File: src/rtl/serial_adder_pkg.sv
// Shared definitions for the bit-serial adder: FSM state encodings.
package serial_adder_pkg;

   // 2'd3 is unused and falls back to IDLE in the next-state logic.
   typedef enum logic [1:0] {
      S_IDLE  = 2'd0,
      S_SHIFT = 2'd1,
      S_DONE  = 2'd2
   } state_t;

endpackage

File: src/rtl/full_adder.sv
// One-bit full adder cell: sum and carry of three input bits.
module full_adder (
   input  logic a_in,
   input  logic b_in,
   input  logic c_in,
   output logic sum_out,
   output logic car_out
);

   logic w_half;

   assign w_half  = a_in ^ b_in;
   assign sum_out = w_half ^ c_in;
   assign car_out = (a_in & b_in) | (c_in & w_half);

endmodule

File: src/rtl/serial_adder.sv
// Bit-serial WIDTH-bit adder: feeds full_adder one bit pair per clock, LSB first,
// keeps the carry in a flip-flop and publishes sum/carry-out with a done strobe.
module serial_adder
   import serial_adder_pkg::*;
#(
   parameter int WIDTH = 8
) (
   input  logic             clk_in,
   input  logic             rst_n_in,
   input  logic             start_in,
   input  logic [WIDTH-1:0] a_in,
   input  logic [WIDTH-1:0] b_in,
   input  logic             c_in,
   output logic             busy_out,
   output logic             done_out,
   output logic [WIDTH-1:0] sum_out,
   output logic             car_out
);

   localparam int CNT_W = $clog2(WIDTH);

   state_t             r_state;
   state_t             w_state_nxt;
   logic [WIDTH-1:0]   r_a_sr;
   logic [WIDTH-1:0]   r_b_sr;
   // Only the upper WIDTH-1 bits of the sum shift register are ever read back;
   // the bit shifted out at the bottom is discarded, so it is not stored.
   logic [WIDTH-2:0]   r_sum_sr;
   logic               r_carry_q;
   logic [CNT_W-1:0]   r_cnt;
   logic [WIDTH-1:0]   r_sum;
   logic               r_car;
   logic               w_fa_sum;
   logic               w_fa_car;
   logic               w_last;
   logic [WIDTH-1:0]   w_sum_nxt;

   full_adder u_fa (
      .a_in    (r_a_sr[0]),
      .b_in    (r_b_sr[0]),
      .c_in    (r_carry_q),
      .sum_out (w_fa_sum),
      .car_out (w_fa_car)
   );

   assign w_last    = (r_cnt == CNT_W'(WIDTH - 1));
   assign w_sum_nxt = {w_fa_sum, r_sum_sr};

   // State register.
   always_ff @(posedge clk_in or negedge rst_n_in) begin
      if (!rst_n_in) r_state <= S_IDLE;
      else           r_state <= w_state_nxt;
   end

   // Next-state logic: IDLE -> SHIFT on start, SHIFT -> DONE on last bit, DONE -> IDLE.
   always_comb begin
      w_state_nxt = S_IDLE;
      case (r_state)
         S_IDLE:  w_state_nxt = start_in ? S_SHIFT : S_IDLE;
         S_SHIFT: w_state_nxt = w_last ? S_DONE : S_SHIFT;
         S_DONE:  w_state_nxt = S_IDLE;
         default: w_state_nxt = S_IDLE;
      endcase
   end

   // Datapath: operand capture, bit-serial shifting, carry and result registers.
   always_ff @(posedge clk_in or negedge rst_n_in) begin
      if (!rst_n_in) begin
         r_a_sr    <= '0;
         r_b_sr    <= '0;
         r_sum_sr  <= '0;
         r_carry_q <= 1'b0;
         r_cnt     <= '0;
         r_sum     <= '0;
         r_car     <= 1'b0;
      end else begin
         case (r_state)
            S_IDLE: begin
               if (start_in) begin
                  r_a_sr    <= a_in;
                  r_b_sr    <= b_in;
                  r_carry_q <= c_in;
                  r_cnt     <= '0;
               end
            end
            S_SHIFT: begin
               r_a_sr    <= {1'b0, r_a_sr[WIDTH-1:1]};
               r_b_sr    <= {1'b0, r_b_sr[WIDTH-1:1]};
               r_sum_sr  <= w_sum_nxt[WIDTH-1:1];
               r_carry_q <= w_fa_car;
               if (w_last) begin
                  // Results are published only once complete, never partially.
                  r_sum <= w_sum_nxt;
                  r_car <= w_fa_car;
               end else begin
                  r_cnt <= r_cnt + CNT_W'(1);
               end
            end
            default: ;
         endcase
      end
   end

   assign busy_out = (r_state != S_IDLE);
   assign done_out = (r_state == S_DONE);
   assign sum_out  = r_sum;
   assign car_out  = r_car;

endmodule

File: config.mk
export PLATFORM = sky130hd
export DESIGN_NAME = serial_adder
export DESIGN_NICKNAME = d
export VERILOG_FILES = /design/src/rtl/serial_adder_pkg.sv /design/src/rtl/full_adder.sv /design/src/rtl/serial_adder.sv
export SDC_FILE = /design/constraint.sdc
export NUM_CORES = 1
export LEC_CHECK = 0
export ABC_CLOCK_PERIOD_IN_PS = 1400
export BUFFER_PORTS_ARGS = -buffer_cell sky130_fd_sc_hd__buf_4
export CORE_ASPECT_RATIO = 1.2
export CORE_MARGIN = 2
export CORE_UTILIZATION = 46
export DETAILED_ROUTE_END_ITERATION = 6
export PLACE_DENSITY = 0.73
export SYNTH_ARGS = -nofsm -noshare
export SYNTH_HDL_FRONTEND = slang
export SYNTH_SLANG_ARGS = --single-unit
export TNS_END_PERCENT = 5
File: constraint.sdc
create_clock -name clk_in -period 1.4 [get_ports clk_in]
set_input_delay 0.14 -clock clk_in [delete_from_list [all_inputs] [get_ports clk_in]]
set_output_delay 0.14 -clock clk_in [all_outputs]
set_load 0.02 [all_outputs]
After elaboration in Yosys (flattened, before gate mapping)
Cells that the tools add are included.

storage, ports and cells
  register bits = 38
  bits of input ports = 20
  output and inout bits = 11
  logic and storage cells = 37

operators by class
  add/sub/neg operators = 1
  equality and inequality tests = 5
  mux-type cells = 12
  bitwise gates (word level) = 5
  reduce and logical (&&, ||, !) cells = 6

operators with widths
  operator                                                               count
  8-bit one-hot mux with 2 select lines                                  2
  8-bit 2-to-1 mux                                                       2
  3-bit 2-to-1 mux                                                       2
  3-bit one-hot mux with 2 select lines                                  1
  2-bit inequality test, second input constant                           2
  2-bit one-hot mux with 2 select lines                                  1
  2-bit AND reduction                                                    2
  2-bit nonzero test                                                     2
  3-bit by 1-bit adder with 3-bit output, second input constant          1
  3-bit equality test, second input constant                             1
  3-bit AND reduction                                                    1
  1-bit AND                                                              2
  2-bit by 1-bit equality test with 1-bit output, second input constant  1
  2-bit equality test, second input constant                             1
  2-bit logical NOT                                                      1
  1-bit 2-to-1 mux                                                       2
  2-bit 2-to-1 mux                                                       1
  1-bit one-hot mux with 2 select lines                                  1
  1-bit bitwise XOR                                                      2
  1-bit bitwise OR                                                       1

Longest topological paths before layout
Gate-level depths: netlist of run 1.

  word-level depth = 4
  depth in mapped cells = 5
  mapped depth without buffers = 4

Modules after synthesis
From an unflattened synthesis of run 1, not the netlist that was laid out.

second synthesis, totals
  cells, all modules = 158
  area, all modules = 1667.8 um2

by module, submodules not included
  module        times used  cells each  area an instance (um2)
  serial_adder  1           157         1647.8
  full_adder    1           1           20.0

Worst setup path after synthesis of run 1
Ideal clock, no wire load.

  kind = register to register
  start = reg r_cnt[0]
  end = reg r_car, in the netlist car_out
  setup time = 0.125 ns
  data arrival time = 1.416 ns
  required time = 1.275 ns
  slack = -0.141 ns
  stages on the path, launching flop included = 6
  buffers on the path = 1
  clock period less this slack = 1.541 ns
  cell sequence = dfrtp_1 -> ha_1 -> ha_1 -> nand3b_1 -> buf_2 -> mux2_2

on the way
  word-level cells in the longest chain between the ends = 2

RTL lines
  element                        RTL line            text
  start: declaration             serial_adder.sv:30  logic [CNT_W-1:0] r_cnt;
  start signal: assignment       serial_adder.sv:96  r_cnt <= r_cnt + CNT_W'(1);
  3-bit equality test            serial_adder.sv:46  assign w_last = (r_cnt == CNT_W'(WIDTH - 1));
  2-bit AND reduction (no line)  n/a
  end signal: assignment         serial_adder.sv:94  r_car <= w_fa_car;
  end: declaration               serial_adder.sv:32  logic r_car;

Every way passes these cells.
A chain may end at the register's enable or synchronous reset.

Final worst setup path of run 1
Same ends and word-level chain as after synthesis.

==> run_results.csv, run 1 <==
group,metric,value,unit
critical_path,cp_max_fo,10,
min_path,hold_start,"b_in[7]",
synth,post-synth-top-count-cell,"dfrtp_1",
synth,ys_seq_area_share,52.7,%
die,initial_core_util,48.8,%
critical_path,crit_required,1.58,ns
finish,finalNetCount,215,
synth,synth_top_cell_area_share,52.7,%
clocking,clk_transition_reported_paths,0.08,ns
die,fp-row-count,24,
critical_path,crit_arrival,1.63,ns
critical_path,cpLargestDelayFamily,"flip-flops",
placed_design,hpwl,2510,um
grt,grtUsageTotal,20.1,%
detailed_routing,vias,1333,
finish,utilization,64.4,%
timing,finClkSkew,0.00663,ns
critical_path,crit_slowest_cell,"dfrtp_1",
critical_path,crit_chain,"ha_2, ha_4, nand3b_1, buf_12, mux2_2",
timing,finalSetupViolCount,10,
critical_path,timing.rr.end,"car_out",
finish,fillers,308,
die,dieArea,0.00444,mm^2
detailed_routing,vias_per_cell,5.44,
outcome,violations,"negative setup slack",
grt,grt_first_pass_wirelength,6600,um
critical_path,reg2reg_from,"r_cnt[0]",
synth,ys.flop_type,"dfrtp_1",
timing,fmax,0.687,GHz
critical_path,ff2ff_setup_slack,-0.05,ns
synth,synthTopCellsByArea,"dfrtp_1 53%, mux2_2 10%, nor4b_1 5.8%",
synth,synth-seq-cells,38,
synth,synth_cell_types,28,
power_and_ir_drop,power_density,2100,mW/mm^2
timing,worst_pin_slew,0.471,ns
detailed_routing,ant_nets,0,
critical_path,startpoint_type,"flop",
placed_design,port_buffers,30,
placed_design,dp_slack,-0.0647,ns
critical_path,path_buf_inv,1,
finish,drive_gt1_share,45.1,%
finish,antenna_cells,0,
synth,synth_edf_count,0,
die,io_pins,31,
timing,setup_ws,-0.0550,ns
synth,syn_inst,149,
clocking,cts_sinks,38,
clocking,cts_buffers,5,
power_and_ir_drop,p_leak,1.06,nW
synth,syn_area_per_cell,12.1,um^2
die,coreArea,0.00369,mm^2
timing,min_period_over_period,104,%
finish,syn_to_final_growth,31.9,%
synth,synthesis.area,0.00180,mm^2
timing,slew_headroom,68.6,%
power_and_ir_drop,p_total,5.00,mW
critical_path,critPathLaunch,"r_cnt[0]",
grt,grt_pass1_vias,1421,
timing,hold_violations,0,
clocking,cts_tree,"done",
detailed_routing,post_drt_wl_per_cell,15.3,um
synth,yosys-top-cells-count,"38 x dfrtp_1, 16 x mux2_2, 14 x inv_1",
min_path,hp-class,"in -> reg",
synth,yosys_warnings,0,
critical_path,r2r_cells,5,
grt,grt_start_max_net_pins,39,
detailed_routing,drc,0,
synth,ys_async_sr_fraction,100,%
flow_run,timing.max_cap.violations,0,
clocking,clock_path_buffers,2,
critical_path,endpoint_kind,"flop",
detailed_routing,routed_wirelength,3760,um
grt,grt.overflow.total,0,
min_path,hold_depth,3,
timing,rsz0062_at_grt,"yes",
placed_design,place.gp.congestion,0.740,
clocking,clk_latency,0.29,ns
synth,yosysTopAreaCell,"dfrtp_1",
clocking,cts_max_level,2,
outcome,status,"finished, violations left",
min_path,hold-path-endpoint,"r_b_sr[7]",
detailed_routing,dr.first_iter.drc_count,32,
critical_path,critPathKind,"reg -> reg",
critical_path,critical_path.max_stage_delay,0.40,ns
synth,synthesis.nets,172,
detailed_routing,dr.pass1.iters,4,
power_and_ir_drop,irDropWorstVdd,810,uV
timing,min_period,1.45,ns
timing,maxSlewViolCount,0,
clocking,clock-root-buffer,"clkbuf_8",
die,die_h,72.6,um
grt,antenna_found_initial,0,
die,die_x,61.2,um
[stage by stage]
step / area [um^2] / cells / hold slack (ns) / TNS [ns]
global route: 2380 / 245 / 0.116 / -1.08
global placement: 2170 / 230 / 0.126 / -0.0948
finish: 2380 / 245 / 0.115 / -0.490
floorplan: 1820 / 149 / -0.156 / 0
CTS: 2350 / 244 / 0.105 / -0.428
detailed placement: 2170 / 230 / 0.131 / -0.543
[tightest hold or removal path, cell delays in order]
cell	delay, ns
buf_4	0.11
nand2_1	0.05
o2bb2ai_1	0.07
[worst max path at each step]
stage | to | slack, ns | cells after the start
3_5_place_dp | car_out | -0.06 | 5
3_3_place_gp | car_out | -0.01 | 5
6_report | car_out | -0.05 | 5
5_1_grt | sum_out[6] | -0.11 | 5
4_1_cts | car_out | -0.05 | 5
2_1_floorplan | car_out | 0.002 | 5
[layout by cell type, fill, tap and decap left out, types with 2 or more instances in the layout]
master / count
dfrtp_2: 2
nand3_1: 2
o221a_2: 4
nor3b_1: 11
buf_6: 2
nand2_1: 3
or4b_1: 2
dfrtp_1: 36
buf_4: 42
a211oi_1: 11
clkbuf_8: 6
or4b_4: 2
mux2_2: 16
nor4b_1: 11
inv_1: 14
buf_12: 3
nand2b_1: 5
[power breakdown]
| group | total (mW) | leakage [nW] | internal (mW) | switching [mW] |
|---|---|---|---|---|
| clock | 0.776 | 0.0472 | 0.395 | 0.381 |
| sequential | 1.94 | 0.446 | 1.62 | 0.316 |
| combinational | 2.29 | 0.568 | 1.27 | 1.02 |
| total | 5.00 | 1.06 | 3.29 | 1.72 |
[registers in the layout (all words and copies together), names as in the netlist]
signal     count
r_a_sr         8
r_b_sr         8
sum_out        8
r_sum_sr       7
r_cnt          3
r_state        2
car_out        1
r_carry_q      1
[layout make-up]
type	count	area [um^2]	share of cell area, %
multi-input combinational	84	771	32.4
timing repair buffer	49	440	18.5
tap	52	65.1	2.74
clock buffer	6	82.6	3.47
clock inverter	2	12.5	0.526
inverter	14	52.6	2.21
sequential	38	953	40.1
[metal layers]
| metal | wire length [um] | global-route usage, % |
|---|---|---|
| met2 | 1940 | 32.9 |
| met1 | 1560 | 25.3 |
| met5 | 0 | 0 |
| met3 | 177 | 5.32 |
| met4 | 76 | 7.25 |
[cell families after synthesis]
kind of cell,Yosys count,share of synthesized area [%]
adder cells (fa/ha/maj),3,2.50
buffers and inverters,27,6.59
AO/OA/AOI/OAI,23,10.7
AND/OR/NAND/NOR,42,17.5
flip-flops,38,52.7
multiplexers,16,9.99
[repair_timing]
| action | in CTS | in global routing |
|---|---|---|
| endpoints found under the hold margin | 38 | 0 |
| pin swaps | 1 | 0 |
| endpoints found under the setup margin | 12 | 16 |
| cloned | 1 | 0 |
| hold buffers | 1 | 0 |
| gates resized for setup | 5 | 4 |
| setup buffers | 4 | 1 |
No activity file was read; power rests on OpenSTA's default activity.
==> inputs of run 2 (changes only) <==
--- a/config.mk
+++ b/config.mk
@@ -12,2 +12,3 @@
 export CORE_UTILIZATION = 46
+export CTS_CLUSTER_DIAMETER = 100
 export DETAILED_ROUTE_END_ITERATION = 6
--- a/constraint.sdc
+++ b/constraint.sdc
@@ -3,2 +3,2 @@
 set_output_delay 0.14 -clock clk_in [all_outputs]
-set_load 0.02 [all_outputs]
+set_load 0.005 [all_outputs]
==> run 2 against run 1 <==
Effect of this change:
- the flow still finishes with violations (negative setup slack)
- highest routed layer unchanged
- clock power is 44% higher
- worst hold slack worse by 0.014 ns
- combinational power decreased by 8%
- global-route usage is 0.81 points higher
- cell count shrank 1.6%
- register-to-register slack worse by 0.02 ns
==> run_results.csv, run 2 (synthesized netlist as in run 1, its figures left out) <==
group,metric,value,unit
outcome,status,"finished, violations left",
outcome,violations,"negative setup slack",
power_and_ir_drop,power_density,2150,mW/mm^2
critical_path,crit_required,1.58,ns
critical_path,ff2ff_setup_slack,-0.07,ns
clocking,clk_transition_reported_paths,0.08,ns
die,initial_core_util,48.8,%
die,io_pins,31,
timing,worst_pin_slew,0.475,ns
detailed_routing,post_drt_wl_per_cell,16.4,um
clocking,clock-root-buffer,"clkbuf_8",
die,die_h,72.6,um
clocking,clock_path_buffers,2,
timing,rsz0062_at_grt,"yes",
timing,slew_headroom,68.3,%
grt,met2_usage,35.3,%
grt,grt.overflow.total,0,
grt,grt_pass1_vias,1409,
critical_path,r2r_cells,5,
detailed_routing,vias_per_cell,5.53,
critical_path,critPathKind,"reg -> reg",
grt,use_met1,25.3,%
flow_run,timing.max_cap.violations,0,
critical_path,crit_chain,"ha_2, ha_4, nand3b_1, buf_12, mux2_2",
timing,min_period_over_period,105,%
grt,grtUsageTotal,20.9,%
clocking,cts_tree,"done",
finish,multiInputGateArea,768,um^2
critical_path,startpoint_type,"flop",
critical_path,path_buf_inv,1,
critical_path,cp_max_fo,10,
timing,finalSetupViolCount,10,
power_and_ir_drop,irDropWorstVdd,943,uV
clocking,clk_latency,0.29,ns
detailed_routing,drc,0,
finish,fillers,297,
die,die_x,61.2,um
clocking,cts_buffers,5,
power_and_ir_drop,p_leak,1.08,nW
timing,hold_violations,0,
detailed_routing,ant_nets,0,
critical_path,crit_arrival,1.65,ns
critical_path,cpLargestDelayFamily,"flip-flops",
critical_path,critical_path.max_stage_delay,0.40,ns
min_path,hp-class,"in -> reg",
timing,maxSlewViolCount,0,
placed_design,hpwl,2620,um
timing,setup_ws,-0.0730,ns
placed_design,place.gp.congestion,0.708,
clocking,cts_sinks,38,
timing,min_period,1.47,ns
critical_path,cp.depth,5,
die,fp-row-count,24,
placed_design,port_buffers,30,
critical_path,crit_slowest_cell,"dfrtp_1",
critical_path,crit_path_end,"sum_out[5]",
detailed_routing,vias,1333,
detailed_routing,dr.pass1.iters,4,
finish,finalNetCount,211,
grt,grt_first_pass_wirelength,6840,um
critical_path,timing.rr.end,"sum_out[5]",
finish,regArea,953,um^2
critical_path,critPathLaunch,"r_cnt[1]",
grt,met3_usage,5.14,%
detailed_routing,routed_wirelength,3950,um
grt,antenna_found_initial,0,
clocking,cts_max_level,2,
grt,busiest_layer,"met2",
timing,setup_tns,-0.594,ns
grt,grt_start_max_net_pins,39,
finish,antenna_cells,0,
die,dieArea,0.00444,mm^2
critical_path,reg2reg_from,"r_cnt[1]",
finish,drive_gt1_share,42.9,%
timing,fmax,0.679,GHz
critical_path,endpoint_kind,"flop",
die,coreArea,0.00369,mm^2
finish,syn_to_final_growth,33.3,%
finish,layout_common_cells,"36 x dfrtp_1, 36 x buf_4, 14 x inv_1, 14 x mux2_2",
finish,utilization,65.1,%
timing,finClkSkew,0.00365,ns
detailed_routing,dr.first_iter.drc_count,45,
## run 2: worst min path at each step
| stage | from | endpoint | slack (ns) | cells after the start |
|---|---|---|---|---|
| 6_report | b_in[7] | r_b_sr[7] | 0.10 | 3 |
| 5_1_grt | a_in[7] | r_a_sr[7] | 0.14 | 3 |
| 3_5_place_dp | rst_n_in | sum_out[0] | 0.13 | 1 |
| 3_3_place_gp | rst_n_in | r_sum_sr[0] | 0.13 | 1 |
| 2_1_floorplan | rst_n_in | car_out | -0.16 | 0 |
| 4_1_cts | b_in[7] | r_b_sr[7] | 0.1 | 3 |
## run 2: cell type report
type,instances,area share (%)
clock buffers,5,2.86
clock inverters,3,2.86
inverters,14,2.19
multi-input cells,84,32.0
flip-flops and latches,38,39.7
well taps,52,2.71
repair buffers,45,17.8
## run 2: layer usage
metal / share of wire [%] / wire length, um / up-vias
met5: 0 / 0 / -
met3: 5.3 / 211 / 9
met4: 1.8 / 73 / 0
met1: 41 / 1640 / 657
li1: - / - / 622
met2: 51 / 2030 / 45
## run 2: report_power, final
group	internal, mW	switching, mW
sequential	1.62	0.334
clock	0.714	0.401
combinational	1.25	0.845
total	3.59	1.58
## run 2: worst min-delay path, stage by stage
cell	delay, ns
buf_4	0.11
nand2_1	0.05
o2bb2ai_1	0.06
## run 2: through the flow
step	instances	hold WS [ns]	power, mW	setup WS, ns	area, um^2
6_report	241	0.101	5.17	-0.0730	2400
3_5_place_dp	229	0.129	3.94	-0.0629	2170
2_1_floorplan	149	-0.156	3.13	0.00222	1820
5_1_grt	241	0.139	5.54	-0.101	2400
3_3_place_gp	229	0.126	3.80	-0.00983	2170
4_1_cts	241	0.0962	5.20	-0.0676	2400
## run 2: what timing repair did
item | in CTS | in global routing
hold endpoints to repair | 38 | 0
resized for setup | 8 | 2
hold buffers | 1 | 0
pin swaps | 1 | 1
cloned | 1 | 0
setup endpoints to repair | 15 | 34
buffers inserted | 2 | 0
